File: src/rtl/systolic_mm_engine_if.sv
// Bundle of control, operand and result signals for the systolic matrix engine.
//
// Handshake: the master raises start (with accum, a_flat, b_flat valid in the
// same cycle). The engine accepts it only while busy is low. It then ignores
// start and its operands until it returns to idle. done pulses for exactly one
// cycle when c_flat is updated. c_valid stays high from that pulse until the
// next accepted start.
interface systolic_mm_engine_if #(
  parameter int WIDTH     = 4,
  parameter int WIDTH_SUM = 8,
  parameter int N         = 3
);
  logic                       enable;
  logic                       start;
  logic                       accum;
  logic [N*N*WIDTH-1:0]       a_flat;
  logic [N*N*WIDTH-1:0]       b_flat;
  logic [N*N*WIDTH_SUM-1:0]   c_flat;
  logic                       busy;
  logic                       done;
  logic                       c_valid;
  logic                       multi_over;

  modport master (
    output enable, start, accum, a_flat, b_flat,
    input  c_flat, busy, done, c_valid, multi_over
  );

  modport slave (
    input  enable, start, accum, a_flat, b_flat,
    output c_flat, busy, done, c_valid, multi_over
  );
endinterface

File: src/rtl/systolic_mm_engine.sv
// N x N output-stationary systolic array computing C = A * B (or C += A * B).
// Operands enter skewed from the left and top edges. Each PE multiplies the
// pair passing through it and accumulates in place. The result register is
// loaded once, on the last compute edge.
module systolic_mm_engine #(
  parameter int WIDTH     = 4,
  parameter int WIDTH_SUM = 8,
  parameter int N         = 3
) (
  input  logic                 clk,
  input  logic                 rst,
  systolic_mm_engine_if.slave  bus,
  output logic [1:0]           dbg_state
);

  localparam int TW = $clog2(3*N);
  localparam logic [TW-1:0] T_LAST = TW'(3*N-3);

  typedef enum logic [1:0] {
    IDLE    = 2'd0,
    COMPUTE = 2'd1,
    DONE_S  = 2'd2
  } state_t;

  state_t state, state_next;

  logic [TW-1:0]            t;
  logic [N*N*WIDTH-1:0]     a_reg;
  logic [N*N*WIDTH-1:0]     b_reg;
  logic [WIDTH-1:0]         a_pipe   [N][N];
  logic [WIDTH-1:0]         b_pipe   [N][N];
  logic [WIDTH-1:0]         a_in     [N][N];
  logic [WIDTH-1:0]         b_in     [N][N];
  logic [2*WIDTH-1:0]       prod_w   [N][N];
  logic [WIDTH_SUM:0]       sum_w    [N][N];
  logic [WIDTH_SUM-1:0]     acc      [N][N];
  logic [WIDTH_SUM-1:0]     acc_next [N][N];
  logic                     carry_any;
  logic [N*N*WIDTH_SUM-1:0] c_reg;
  logic                     c_valid_reg;
  logic                     over_reg;

  // State register; an asynchronous reset abandons any run in progress
  always_ff @(posedge clk or negedge rst) begin
    if (!rst) state <= IDLE;
    else      state <= state_next;
  end

  // Next-state logic: a stalled compute step (enable low) never finishes the run
  always_comb begin
    state_next = state;
    case (state)
      IDLE:    if (bus.start) state_next = COMPUTE;
      COMPUTE: if (bus.enable && (t == T_LAST)) state_next = DONE_S;
      DONE_S:  state_next = IDLE;
      default: state_next = IDLE;
    endcase
  end

  // PE operand inputs: the skewed edge feed for row/column 0, the neighbour's
  // registered operand everywhere else
  always_comb begin
    for (int i = 0; i < N; i++) begin
      for (int j = 0; j < N; j++) begin
        a_in[i][j] = '0;
        b_in[i][j] = '0;
      end
    end
    for (int i = 0; i < N; i++) begin
      for (int k = 0; k < N; k++) begin
        if (int'(t) == i + k) a_in[i][0] = a_reg[(i*N+k)*WIDTH +: WIDTH];
      end
    end
    for (int j = 0; j < N; j++) begin
      for (int k = 0; k < N; k++) begin
        if (int'(t) == j + k) b_in[0][j] = b_reg[(k*N+j)*WIDTH +: WIDTH];
      end
    end
    for (int i = 0; i < N; i++) begin
      for (int j = 1; j < N; j++) a_in[i][j] = a_pipe[i][j-1];
    end
    for (int i = 1; i < N; i++) begin
      for (int j = 0; j < N; j++) b_in[i][j] = b_pipe[i-1][j];
    end
  end

  // Multiply-accumulate for every PE; the extra sum bit is the carry-out
  always_comb begin
    carry_any = 1'b0;
    for (int i = 0; i < N; i++) begin
      for (int j = 0; j < N; j++) begin
        prod_w[i][j]   = {{WIDTH{1'b0}}, a_in[i][j]} * {{WIDTH{1'b0}}, b_in[i][j]};
        sum_w[i][j]    = {1'b0, acc[i][j]}
                       + {{(WIDTH_SUM+1-2*WIDTH){1'b0}}, prod_w[i][j]};
        acc_next[i][j] = sum_w[i][j][WIDTH_SUM-1:0];
        carry_any      = carry_any | sum_w[i][j][WIDTH_SUM];
      end
    end
  end

  // Datapath: operand capture on start, enabled compute steps, result load
  always_ff @(posedge clk or negedge rst) begin
    if (!rst) begin
      t           <= '0;
      a_reg       <= '0;
      b_reg       <= '0;
      c_reg       <= '0;
      c_valid_reg <= 1'b0;
      over_reg    <= 1'b0;
      for (int i = 0; i < N; i++) begin
        for (int j = 0; j < N; j++) begin
          a_pipe[i][j] <= '0;
          b_pipe[i][j] <= '0;
          acc[i][j]    <= '0;
        end
      end
    end else begin
      case (state)
        IDLE: begin
          if (bus.start) begin
            a_reg       <= bus.a_flat;
            b_reg       <= bus.b_flat;
            t           <= '0;
            c_valid_reg <= 1'b0;
            if (!bus.accum) over_reg <= 1'b0;
            for (int i = 0; i < N; i++) begin
              for (int j = 0; j < N; j++) begin
                a_pipe[i][j] <= '0;
                b_pipe[i][j] <= '0;
                if (!bus.accum) acc[i][j] <= '0;
              end
            end
          end
        end
        COMPUTE: begin
          if (bus.enable) begin
            t        <= t + 1'b1;
            over_reg <= over_reg | carry_any;
            for (int i = 0; i < N; i++) begin
              for (int j = 0; j < N; j++) begin
                a_pipe[i][j] <= a_in[i][j];
                b_pipe[i][j] <= b_in[i][j];
                acc[i][j]    <= acc_next[i][j];
              end
            end
            if (t == T_LAST) begin
              c_valid_reg <= 1'b1;
              for (int i = 0; i < N; i++) begin
                for (int j = 0; j < N; j++) begin
                  c_reg[(i*N+j)*WIDTH_SUM +: WIDTH_SUM] <= acc_next[i][j];
                end
              end
            end
          end
        end
        default: ;
      endcase
    end
  end

  assign bus.c_flat     = c_reg;
  assign bus.busy       = (state != IDLE);
  assign bus.done       = (state == DONE_S);
  assign bus.c_valid    = c_valid_reg;
  assign bus.multi_over = over_reg;
  assign dbg_state      = state;

endmodule

File: src/flat_wrapper.sv
// flat-port wrapper written by rule: the top's interface ports become plain ports
module systolic_mm_engine_flat 
#(
  parameter int WIDTH     = 4,
  parameter int WIDTH_SUM = 8,
  parameter int N         = 3
)
  (clk, rst, dbg_state, bus_enable, bus_start, bus_accum, bus_a_flat, bus_b_flat, bus_c_flat, bus_busy, bus_done, bus_c_valid, bus_multi_over);
  systolic_mm_engine_if #(.WIDTH(WIDTH), .WIDTH_SUM(WIDTH_SUM), .N(N)) bus_i ();
  input  logic clk;
  input  logic rst;
  output logic [1:0] dbg_state;
  input wire logic [$bits(bus_i.enable)-1:0] bus_enable;
  input wire logic [$bits(bus_i.start)-1:0] bus_start;
  input wire logic [$bits(bus_i.accum)-1:0] bus_accum;
  input wire logic [$bits(bus_i.a_flat)-1:0] bus_a_flat;
  input wire logic [$bits(bus_i.b_flat)-1:0] bus_b_flat;
  output wire logic [$bits(bus_i.c_flat)-1:0] bus_c_flat;
  output wire logic [$bits(bus_i.busy)-1:0] bus_busy;
  output wire logic [$bits(bus_i.done)-1:0] bus_done;
  output wire logic [$bits(bus_i.c_valid)-1:0] bus_c_valid;
  output wire logic [$bits(bus_i.multi_over)-1:0] bus_multi_over;
  assign bus_i.enable = bus_enable;
  assign bus_i.start = bus_start;
  assign bus_i.accum = bus_accum;
  assign bus_i.a_flat = bus_a_flat;
  assign bus_i.b_flat = bus_b_flat;
  assign bus_c_flat = bus_i.c_flat;
  assign bus_busy = bus_i.busy;
  assign bus_done = bus_i.done;
  assign bus_c_valid = bus_i.c_valid;
  assign bus_multi_over = bus_i.multi_over;
  systolic_mm_engine #(.WIDTH(WIDTH), .WIDTH_SUM(WIDTH_SUM), .N(N)) u_core (.clk(clk), .rst(rst), .bus(bus_i), .dbg_state(dbg_state));
endmodule
File: config.mk
export PLATFORM = sky130hd
export DESIGN_NAME = systolic_mm_engine_flat
export DESIGN_NICKNAME = d
export VERILOG_FILES = /design/src/rtl/systolic_mm_engine_if.sv /design/src/rtl/systolic_mm_engine.sv /design/src/flat_wrapper.sv
export SDC_FILE = /design/constraint.sdc
export NUM_CORES = 1
export LEC_CHECK = 0
export ABC_AREA = 1
export CORE_MARGIN = 1
export CORE_UTILIZATION = 40
export DETAILED_ROUTE_END_ITERATION = 10
export PLACE_DENSITY = 0.7
export SLEW_MARGIN = 20
export SYNTH_ARGS = -nofsm -noshare
export SYNTH_HDL_FRONTEND = slang
export SYNTH_SLANG_ARGS = --single-unit
File: constraint.sdc
create_clock -name clk -period 5.63 [get_ports clk]
set_input_delay 1.126 -clock clk [delete_from_list [all_inputs] [get_ports clk]]
set_output_delay 1.126 -clock clk [all_outputs]
set_load 0.03 [all_outputs]
==> results of run 1 <==
final timing paths:
| check | end | slack (ns) |
|---|---|---|
| hold reg to reg | u_core.bus.c_flat[66]$_DFFE_PN0P_ | 0.47 |
| max in group asynchronous | u_core.b_reg[18]$_DFFE_PN0P_ | 3.88 |
| min in group asynchronous | u_core.a_reg[10]$_DFFE_PN0P_ | 0.59 |
| hold / removal | u_core.bus.c_flat[66]$_DFFE_PN0P_ | 0.47 |
| setup / recovery | u_core.bus.multi_over$_DFFE_PN0P_ | 0.49 |
| setup reg to reg | u_core.bus.multi_over$_DFFE_PN0P_ | 0.49 |
area by class of cell:
type,instances,share of cell area
Clock buffer,42,0.0434
Inverter,387,0.0726
Multi-Input combinational cell,1295,0.426
Timing Repair Buffer,169,0.0828
Clock inverter,13,0.00502
Tap cell,539,0.0334
Sequential cell,272,0.337
power breakdown:
group / switching (uW) / leakage [uW] / total, uW / internal (uW)
logic: 3130 / 0.00673 / 4940 / 1810
clock network: 815 / 0.000481 / 1940 / 1130
registers: 603 / 0.00348 / 3390 / 2780
through the flow:
stage	instance area (um2)	hold WS, ns
detailed placement	19200	0.464
finish	20200	0.471
CTS	20200	0.478
global route	20200	0.491
global placement	19200	0.459
floorplan	17200	0.444
cells in the final DEF (no fill, tap or decap), types with 5 or more instances in the layout:
cell,n
a21oi_1,43
a31oi_2,7
buf_4,14
clkbuf_1,5
clkbuf_16,31
clkbuf_8,6
clkdlybuf4s50_1,153
clkinv_2,8
dfrtp_1,272
fa_1,81
ha_1,157
inv_1,368
inv_2,13
inv_4,5
nand2_1,535
nand3_1,83
nand3_2,5
nor2_1,78
o21ai_0,84
o21ai_1,64
o21ai_2,12
o22ai_1,60
or2_1,10
xnor2_1,18
xor2_1,23
metal layers:
layer | wire length, um | vias to the layer above
met4 | 760 | 0
met2 | 18900 | 367
met3 | 2490 | 49
li1 | - | 6578
met5 | 0 | -
met1 | 19000 | 6411
worst min-delay path: stages, from the launching register on:
cell	delay [ns]
dfrtp_1	0.34
nand2_1	0.05
nand2_1	0.04
cells by family after synthesis:
logic type	synth area share
AOI/OAI and AO/OA	0.0942
and+or+nand+nor	0.176
adders and majority gates	0.209
DFF	0.396
xor gates and xnor gates	0.0209
buffers and inverters	0.103
==> impl_metrics.toml, run 1 <==
[timing]
final-setup-viol-count = 0
fmax_ghz = 0.195
fin_crit_ns = 5.14
fin_ws_ns = 0.491
tightestPinTransition_ns = 1.03
fin_crit_sh = 0.913
fin_skew_ns = 0.0160
tns_ns = 0
report.final.slew_viol_count = 0
rsz0062_at_grt = "false"
hold_viol_final = 0
relSlewSlack = 0.310

[routing]
via_per_inst = 4.93
antenna_left = 0
drt_wl_total_um = 41100
first_iter_violations = 829
avgRoutedWirePerCell_um = 15.1
remaining_drc_errors = 0
num_vias = 13400
dr.pass1.iters = 5

[pwr]
power_density_nw_per_um2 = 509
ir_drop_mv = 0.300
cellLeakagePower_uw = 0.0107
power_uw = 10300

[die]
die_w_um = 209
start_util = 0.408
die_area_um2 = 43800
die_h_um = 209
fp-row-count = 75
ioPinCount = 155
core_um2 = 42100

[grt]
busiest_layer = "met2"
grt_start_max_net_pins = 115
use_met2 = 0.317
first_global_vias = 13600
grt_use_met3 = 0.0310
use_met1 = 0.271
grt_pass1_wl_um = 68900
grt-ovfl-total = 0
grt.total_usage = 0.194
antenna_found_initial = 0

[worst_setup_path]
regToRegStartpoint = "u_core.t[1]$_DFFE_PN0P_"
cpMaxStageDelayCell = "fa_1"
cp-end-kind = "register"
cp_top_family = "simple AND/OR/NAND/NOR gates"
r2r.worst_path.cells = 25
criticalPathCategory = "register to register"
critPathMaxStageDelay_ns = 0.50
startpoint = "u_core.t[1]$_DFFE_PN0P_"
crit_required_ns = 6.07
path_buf_inv = 3
path_max_fanout = 16
cp.depth = 25
critPathLaunchType = "register"
crit_path_frequent_cell = "nand3_1"
critical_path_arrival_ns = 5.58

[synth]
synth.avg_cell_area_um2 = 8.52
synth.most_common_cell = "nand2_1"
synth-edff-count = 0
synth_seq_cells = 272
netlist_instances = 2016
synthFlopType = "dfrtp_1"
synth_area_leaders = "dfrtp_1 (40%), nand2_1 (12%), ha_1 (11%)"
ys_warn_count = 0
synth_top_area_frac = 0.396
post-synth-top-area-cell = "dfrtp_1"
netlist_area_um2 = 17200
synthesis.nets = 2331
ys_seq_area_frac = 0.396
yosys-top-cells-count = "nand2_1 (536), inv_1 (369), dfrtp_1 (272), ha_1 (157), o21ai_0 (84)"
synth_cell_types = 41
synth-async-reset-ratio = 1.00

[cells_and_area]
drive_gt1_frac = 0.0565
multi_input_area_um2 = 8590
fin_util = 0.479
area_growth_syn_to_layout_pct = 17.6
regArea_um2 = 6810
layout.nets = 2470
fillers = 3946
stdcell_count = 2717
num_antenna_cells = 0

[cts]
htree_levels = 1
cts_setup_buffers = 0
ctsResizeCount = 0
root_buffer = "clkbuf_16"
holdBufCountCts = 0
clock_latency_ns = 0.56
clock-sinks = 272
clk_pin_slew_ns = 0.06
cts_tree = "yes"
clockBufferDepth = 3
numCtsBuffers = 30

[min_path]
hold_class = "register to register"
hp-start = "u_core.bus.c_flat[66]$_DFFE_PN0P_"
hold_depth = 2

[place]
hpwlAfterDp_um = 31100
gp_congestion = 0.870
dp.cells = 2662
port_buffers = 154
pre_cts_slack_ns = 0.589

[run_status]
status = "finished, final reports clean"

[run]
cap_violations = 0
No activity file was read; power rests on OpenSTA's default activity.
==> inputs of run 2 (changes only) <==
--- a/config.mk
+++ b/config.mk
@@ -7,9 +7,10 @@
 export LEC_CHECK = 0
 export ABC_AREA = 1
 export CORE_MARGIN = 1
-export CORE_UTILIZATION = 40
+export CORE_UTILIZATION = 35
 export DETAILED_ROUTE_END_ITERATION = 10
-export PLACE_DENSITY = 0.7
+export PLACE_DENSITY = 0.64
+export SETUP_SLACK_MARGIN = 0.2
 export SLEW_MARGIN = 20
 export SYNTH_ARGS = -nofsm -noshare
 export SYNTH_HDL_FRONTEND = slang
==> run 2 against run 1 <==
- routed wire length increased by 4.5%
- critical endpoint unchanged
- clock-buffer cell count grew 6
- critical path depth increased by 1
- sequential power about the same
- combinational power grew 1%
- core utilization decreased by 5.2 points
- first-iteration DRC count fell by 9.2%
- power grew 4.3%
- largest cell class unchanged
- fmax grew 5.4%
- design area increased by 1.6%
==> impl_metrics.toml, run 2 (synthesis results as in run 1) <==
[pwr]
cellLeakagePower_uw = 0.0108
power_density_nw_per_um2 = 522
ir_drop_mv = 0.222

[place]
hpwlAfterDp_um = 32300
dp.cells = 2736
gp_congestion = 0.853
port_buffers = 154

[cts]
numCtsBuffers = 34
htree_levels = 2
ctsResizeCount = 0
clockBufferDepth = 3
cts_tree = "yes"
clk_pin_slew_ns = 0.06
clock_latency_ns = 0.54
root_buffer = "clkbuf_16"
clock-sinks = 272

[timing]
fmax_ghz = 0.205
tightestPinTransition_ns = 0.900
relSlewSlack = 0.400
holdWs_ns = 0.471
report.final.slew_viol_count = 0
final-setup-viol-count = 0
tns_ns = 0
fin_skew_ns = 0.0172
fin_crit_ns = 4.87
hold_viol_final = 0
fin_crit_sh = 0.866
rsz0062_at_grt = "false"

[min_path]
hold_depth = 2
hp-start = "u_core.bus.c_flat[66]$_DFFE_PN0P_"
hold_class = "register to register"
hold_end = "u_core.bus.c_flat[66]$_DFFE_PN0P_"

[routing]
drt_wl_total_um = 43000
first_iter_violations = 753
num_vias = 13400
avgRoutedWirePerCell_um = 15.4
via_per_inst = 4.77
antenna_left = 0
dr.pass1.iters = 5
remaining_drc_errors = 0

[grt]
grt_start_max_net_pins = 124
grt_pass1_wl_um = 70900
grt.total_usage = 0.178
grt-ovfl-total = 0
first_global_vias = 13600
antenna_found_initial = 0

[die]
fp-row-count = 80
start_util = 0.357
core_um2 = 48000
die_w_um = 223
die_area_um2 = 49900
die_h_um = 223
ioPinCount = 155

[cells_and_area]
drive_gt1_frac = 0.0573
area_growth_syn_to_layout_pct = 19.5
layout_commonest_cell = "nand2_1"
layout.nets = 2475
stdcell_count = 2797
num_antenna_cells = 0
layout_common_cells = "nand2_1 (535), inv_1 (368), dfrtp_1 (272)"

[worst_setup_path]
ff2ff_setup_slack_ns = 0.76
cpMaxStageDelayCell = "fa_1"
reg2reg_to = "u_core.bus.multi_over$_DFFE_PN0P_"
critPathLaunchType = "register"
criticalPathCategory = "register to register"
path_max_fanout = 9
path_buf_inv = 4
regToRegStartpoint = "u_core.t[1]$_DFFE_PN0P_"
critPathMaxStageDelay_ns = 0.49
cp-end-kind = "register"
critical_path_arrival_ns = 5.30
cp_top_family = "adder cells"
crit_path_frequent_cell = "nand2_1"
crit_required_ns = 6.05
r2r.worst_path.cells = 26

[run_status]
status = "finished, final reports clean"

[run]
cap_violations = 0
run 2: changes by cell type in the layout (fill, tap and decap cells not counted), moves of 2 or more:
| cell | change |
|---|---|
| bufinv_16 | +4 |
| clkbuf_1 | +2 |
| clkbuf_16 | +6 |
| clkbuf_8 | -2 |
| clkinv_2 | -6 |
run 2: per-stage QoR:
| stage | area (um2) | utilization | worst slack (ns) | power, uW |
|---|---|---|---|---|
| global route | 20500 | 0.427 | 0.339 | 11600 |
| global placement | 19300 | 0.402 | 0.718 | 8280 |
| floorplan | 17200 | - | 1.32 | 6640 |
| finish | 20500 | 0.427 | 0.756 | 10700 |
| CTS | 20500 | 0.427 | 0.559 | 10800 |
| detailed placement | 19300 | 0.402 | 0.560 | 8430 |
run 2: final cells by class:
cell class,instances,area [um2]
Clock buffer,48,1010
Timing Repair Buffer,170,1690
Sequential cell,272,6810
Clock inverter,10,188
Multi-Input combinational cell,1295,8590
Fill cell,4770,27500
Inverter,387,1470
Tap cell,615,769
run 2: worst max-delay path by stage:
stage | endpoint | depth (start not counted) | from
global placement | u_core.bus.multi_over$_DFFE_PN0P_ | 25 | u_core.t[1]$_DFFE_PN0P_
finish | u_core.bus.multi_over$_DFFE_PN0P_ | 26 | u_core.t[1]$_DFFE_PN0P_
detailed placement | u_core.bus.multi_over$_DFFE_PN0P_ | 25 | u_core.t[1]$_DFFE_PN0P_
CTS | u_core.bus.multi_over$_DFFE_PN0P_ | 25 | u_core.t[1]$_DFFE_PN0P_
global route | u_core.bus.multi_over$_DFFE_PN0P_ | 26 | u_core.t[1]$_DFFE_PN0P_
floorplan | u_core.bus.multi_over$_DFFE_PN0P_ | 26 | u_core.t[1]$_DFFE_PN0P_
run 2: worst register-to-register path: cells and delay by family, from the launching register on:
kind,cells,cell delay [ns]
AOI/OAI and AO/OA,3,0.36
DFF,1,0.42
adders and majority gates,5,1.87
and+or+nand+nor,14,1.56
buffers and inverters,4,0.58
run 2: routing by layer:
| layer | global-route usage | vias to the layer above | part of all wire |
|---|---|---|---|
| met3 | 0.0340 | 68 | 0.054 |
| met4 | 0.0528 | 0 | 0.024 |
| met2 | 0.288 | 324 | 0.46 |
| met1 | 0.241 | 6376 | 0.46 |
| met5 | 0 | - | 0 |
| li1 | - | 6582 | - |
run 2: repair_timing:
action	in CTS	in global routing
hold endpoints to repair	0	0
setup endpoints to repair	0	1
hold buffers	0	0
buffers inserted	0	3
run 2: power by group:
part           total, uW  leakage (uW)  internal, uW  switching, uW
clock               2340      0.000576          1470            862
sequential          3390       0.00348          2790            602
combinational       4990       0.00675          1830           3160
total              10700        0.0108          6090           4630
==> inputs of run 3 (changes only) <==
--- a/config.mk
+++ b/config.mk
@@ -7,9 +7,9 @@
 export LEC_CHECK = 0
 export ABC_AREA = 1
 export CORE_MARGIN = 1
-export CORE_UTILIZATION = 35
+export CORE_UTILIZATION = 50
 export DETAILED_ROUTE_END_ITERATION = 10
-export PLACE_DENSITY = 0.64
+export PLACE_DENSITY = 0.82
 export SETUP_SLACK_MARGIN = 0.2
 export SLEW_MARGIN = 20
 export SYNTH_ARGS = -nofsm -noshare
==> run 3 against run 2 <==
- sequential power is essentially flat
- clock power shrank 18%
- register-to-register slack lost 0.12 ns
- setup slack lost 0.12 ns
- via count grew 2.8%
- design area shrank 2.1%
- die area shrank 30%
- critical endpoint unchanged
- combinational power grew 1%
- critical path type unchanged
- first-iteration DRC count grew 51%
- sequential cell count is the same
- global-route usage grew 5.9 points
==> impl_metrics.toml, run 3 (synthesis results as in run 1) <==
[run_status]
status = "finished, final reports clean"

[worst_setup_path]
critPathLaunchType = "register"
regToRegStartpoint = "u_core.t[1]$_DFFE_PN0P_"
reg2reg_to = "u_core.bus.multi_over$_DFFE_PN0P_"
crit_required_ns = 6.07
startpoint = "u_core.t[1]$_DFFE_PN0P_"
criticalPathCategory = "register to register"
ff2ff_setup_slack_ns = 0.64
path_max_fanout = 9
r2r.worst_path.cells = 26
critical_path_arrival_ns = 5.43
cp-end-kind = "register"

[grt]
grt.total_usage = 0.237
grt_start_max_net_pins = 93
grt_pass1_wl_um = 68100
grt-ovfl-total = 0
first_global_vias = 13800
antenna_found_initial = 0

[cts]
clock_latency_ns = 0.56
numCtsBuffers = 29
htree_levels = 1
clk_pin_slew_ns = 0.06
clock-sinks = 272
clockBufferDepth = 3
cts_tree = "yes"
root_buffer = "clkbuf_16"

[timing]
final-setup-viol-count = 0
fin_crit_ns = 4.99
rsz0062_at_grt = "false"
hold_viol_final = 0
fmax_ghz = 0.200
tightestPinTransition_ns = 0.987
fin_skew_ns = 0.0178
fin_crit_sh = 0.887
relSlewSlack = 0.342
tns_ns = 0
report.final.slew_viol_count = 0

[die]
fp-row-count = 67
die_area_um2 = 35100
die_w_um = 187
die_h_um = 187
core_um2 = 33700
ioPinCount = 155
start_util = 0.510

[pwr]
power_density_nw_per_um2 = 516
power_uw = 10400
ir_drop_mv = 0.269
cellLeakagePower_uw = 0.0107

[cells_and_area]
drive_gt1_frac = 0.0551
area_growth_syn_to_layout_pct = 17.0
num_antenna_cells = 0
layout_commonest_cell = "nand2_1"
layout_common_cells = "nand2_1 (535), inv_1 (368), dfrtp_1 (272)"
fin_util = 0.596
layout.nets = 2471
stdcell_count = 2624

[routing]
via_per_inst = 5.23
antenna_left = 0
drt_wl_total_um = 40900
dr.pass1.iters = 6
remaining_drc_errors = 0
first_iter_violations = 1140
num_vias = 13700
avgRoutedWirePerCell_um = 15.6

[place]
gp_congestion = 0.892
port_buffers = 154
dp.cells = 2568
hpwlAfterDp_um = 30200

[min_path]
hp-start = "u_core.bus.c_flat[66]$_DFFE_PN0P_"
hold_end = "u_core.bus.c_flat[66]$_DFFE_PN0P_"
hold_depth = 2
hold_class = "register to register"

[run]
cap_violations = 0
==> run 3: cell count changes in the layout (fill, tap and decap cells not counted) <==
cell,before,now
clkbuf_16,37,29
bufinv_16,5,3
clkinv_2,2,4
inv_6,0,2
buf_12,2,3
clkbuf_1,7,6
clkbuf_8,4,3
clkinv_4,2,3
==> run 3: cell type report <==
type / count / area, um2
Clock buffer: 38 / 790
Clock inverter: 13 / 164
Fill cell: 2758 / 13600
Inverter: 387 / 1470
Multi-Input combinational cell: 1295 / 8590
Sequential cell: 272 / 6810
Tap cell: 448 / 561
Timing Repair Buffer: 171 / 1710
==> run 3: worst max path at each step <==
stage / to / slack [ns]
after floorplan: u_core.bus.multi_over$_DFFE_PN0P_ / 1.32
after global placement: u_core.bus.multi_over$_DFFE_PN0P_ / 0.83
after detailed placement: u_core.bus.multi_over$_DFFE_PN0P_ / 0.55
after CTS: u_core.bus.multi_over$_DFFE_PN0P_ / 0.56
after global routing: u_core.bus.multi_over$_DFFE_PN0P_ / 0.37
final: u_core.bus.multi_over$_DFFE_PN0P_ / 0.64
==> run 3: worst max-delay path: stages (launching register included) <==
cell	delay (ns)
dfrtp_1	0.42
inv_1	0.11
ha_1	0.16
clkinv_1	0.25
nor2_4	0.25
buf_4	0.19
nand3_1	0.07
nand3_1	0.07
o21ai_1	0.14
or2_2	0.32
fa_1	0.50
fa_1	0.44
fa_1	0.50
inv_1	0.04
ha_1	0.32
nand2_1	0.08
nand3_1	0.14
nand2_1	0.11
nand2_1	0.05
nand2_1	0.06
nand2_1	0.04
nor2_1	0.14
nand3_1	0.15
nor2_1	0.11
nand3_1	0.07
nand2_1	0.07
a21oi_1	0.06
==> run 3: repair_timing <==
action | CTS | global route
hold buffers | 0 | 0
buffers inserted | 0 | 5
resized for setup | 0 | 0
setup endpoints to repair | 0 | 1
==> run 3: layer usage <==
layer	global-route usage	wire [um]
met1	0.325	18000
met2	0.390	19100
met3	0.0336	2680
met4	0.0731	1140
met5	0	0
==> run 3: power by group <==
group	internal, uW	switching, uW
clock network	1130	806
registers	2780	595
logic	1860	3200
total	5770	4600
==> run 3: stage by stage <==
step | instance area [um2] | hold WS, ns | setup slack [ns]
after floorplan | 17200 | 0.444 | 1.32
after global placement | 19100 | 0.463 | 0.827
after detailed placement | 19100 | 0.468 | 0.555
after CTS | 20000 | 0.482 | 0.564
after global routing | 20100 | 0.505 | 0.367
final | 20100 | 0.473 | 0.636
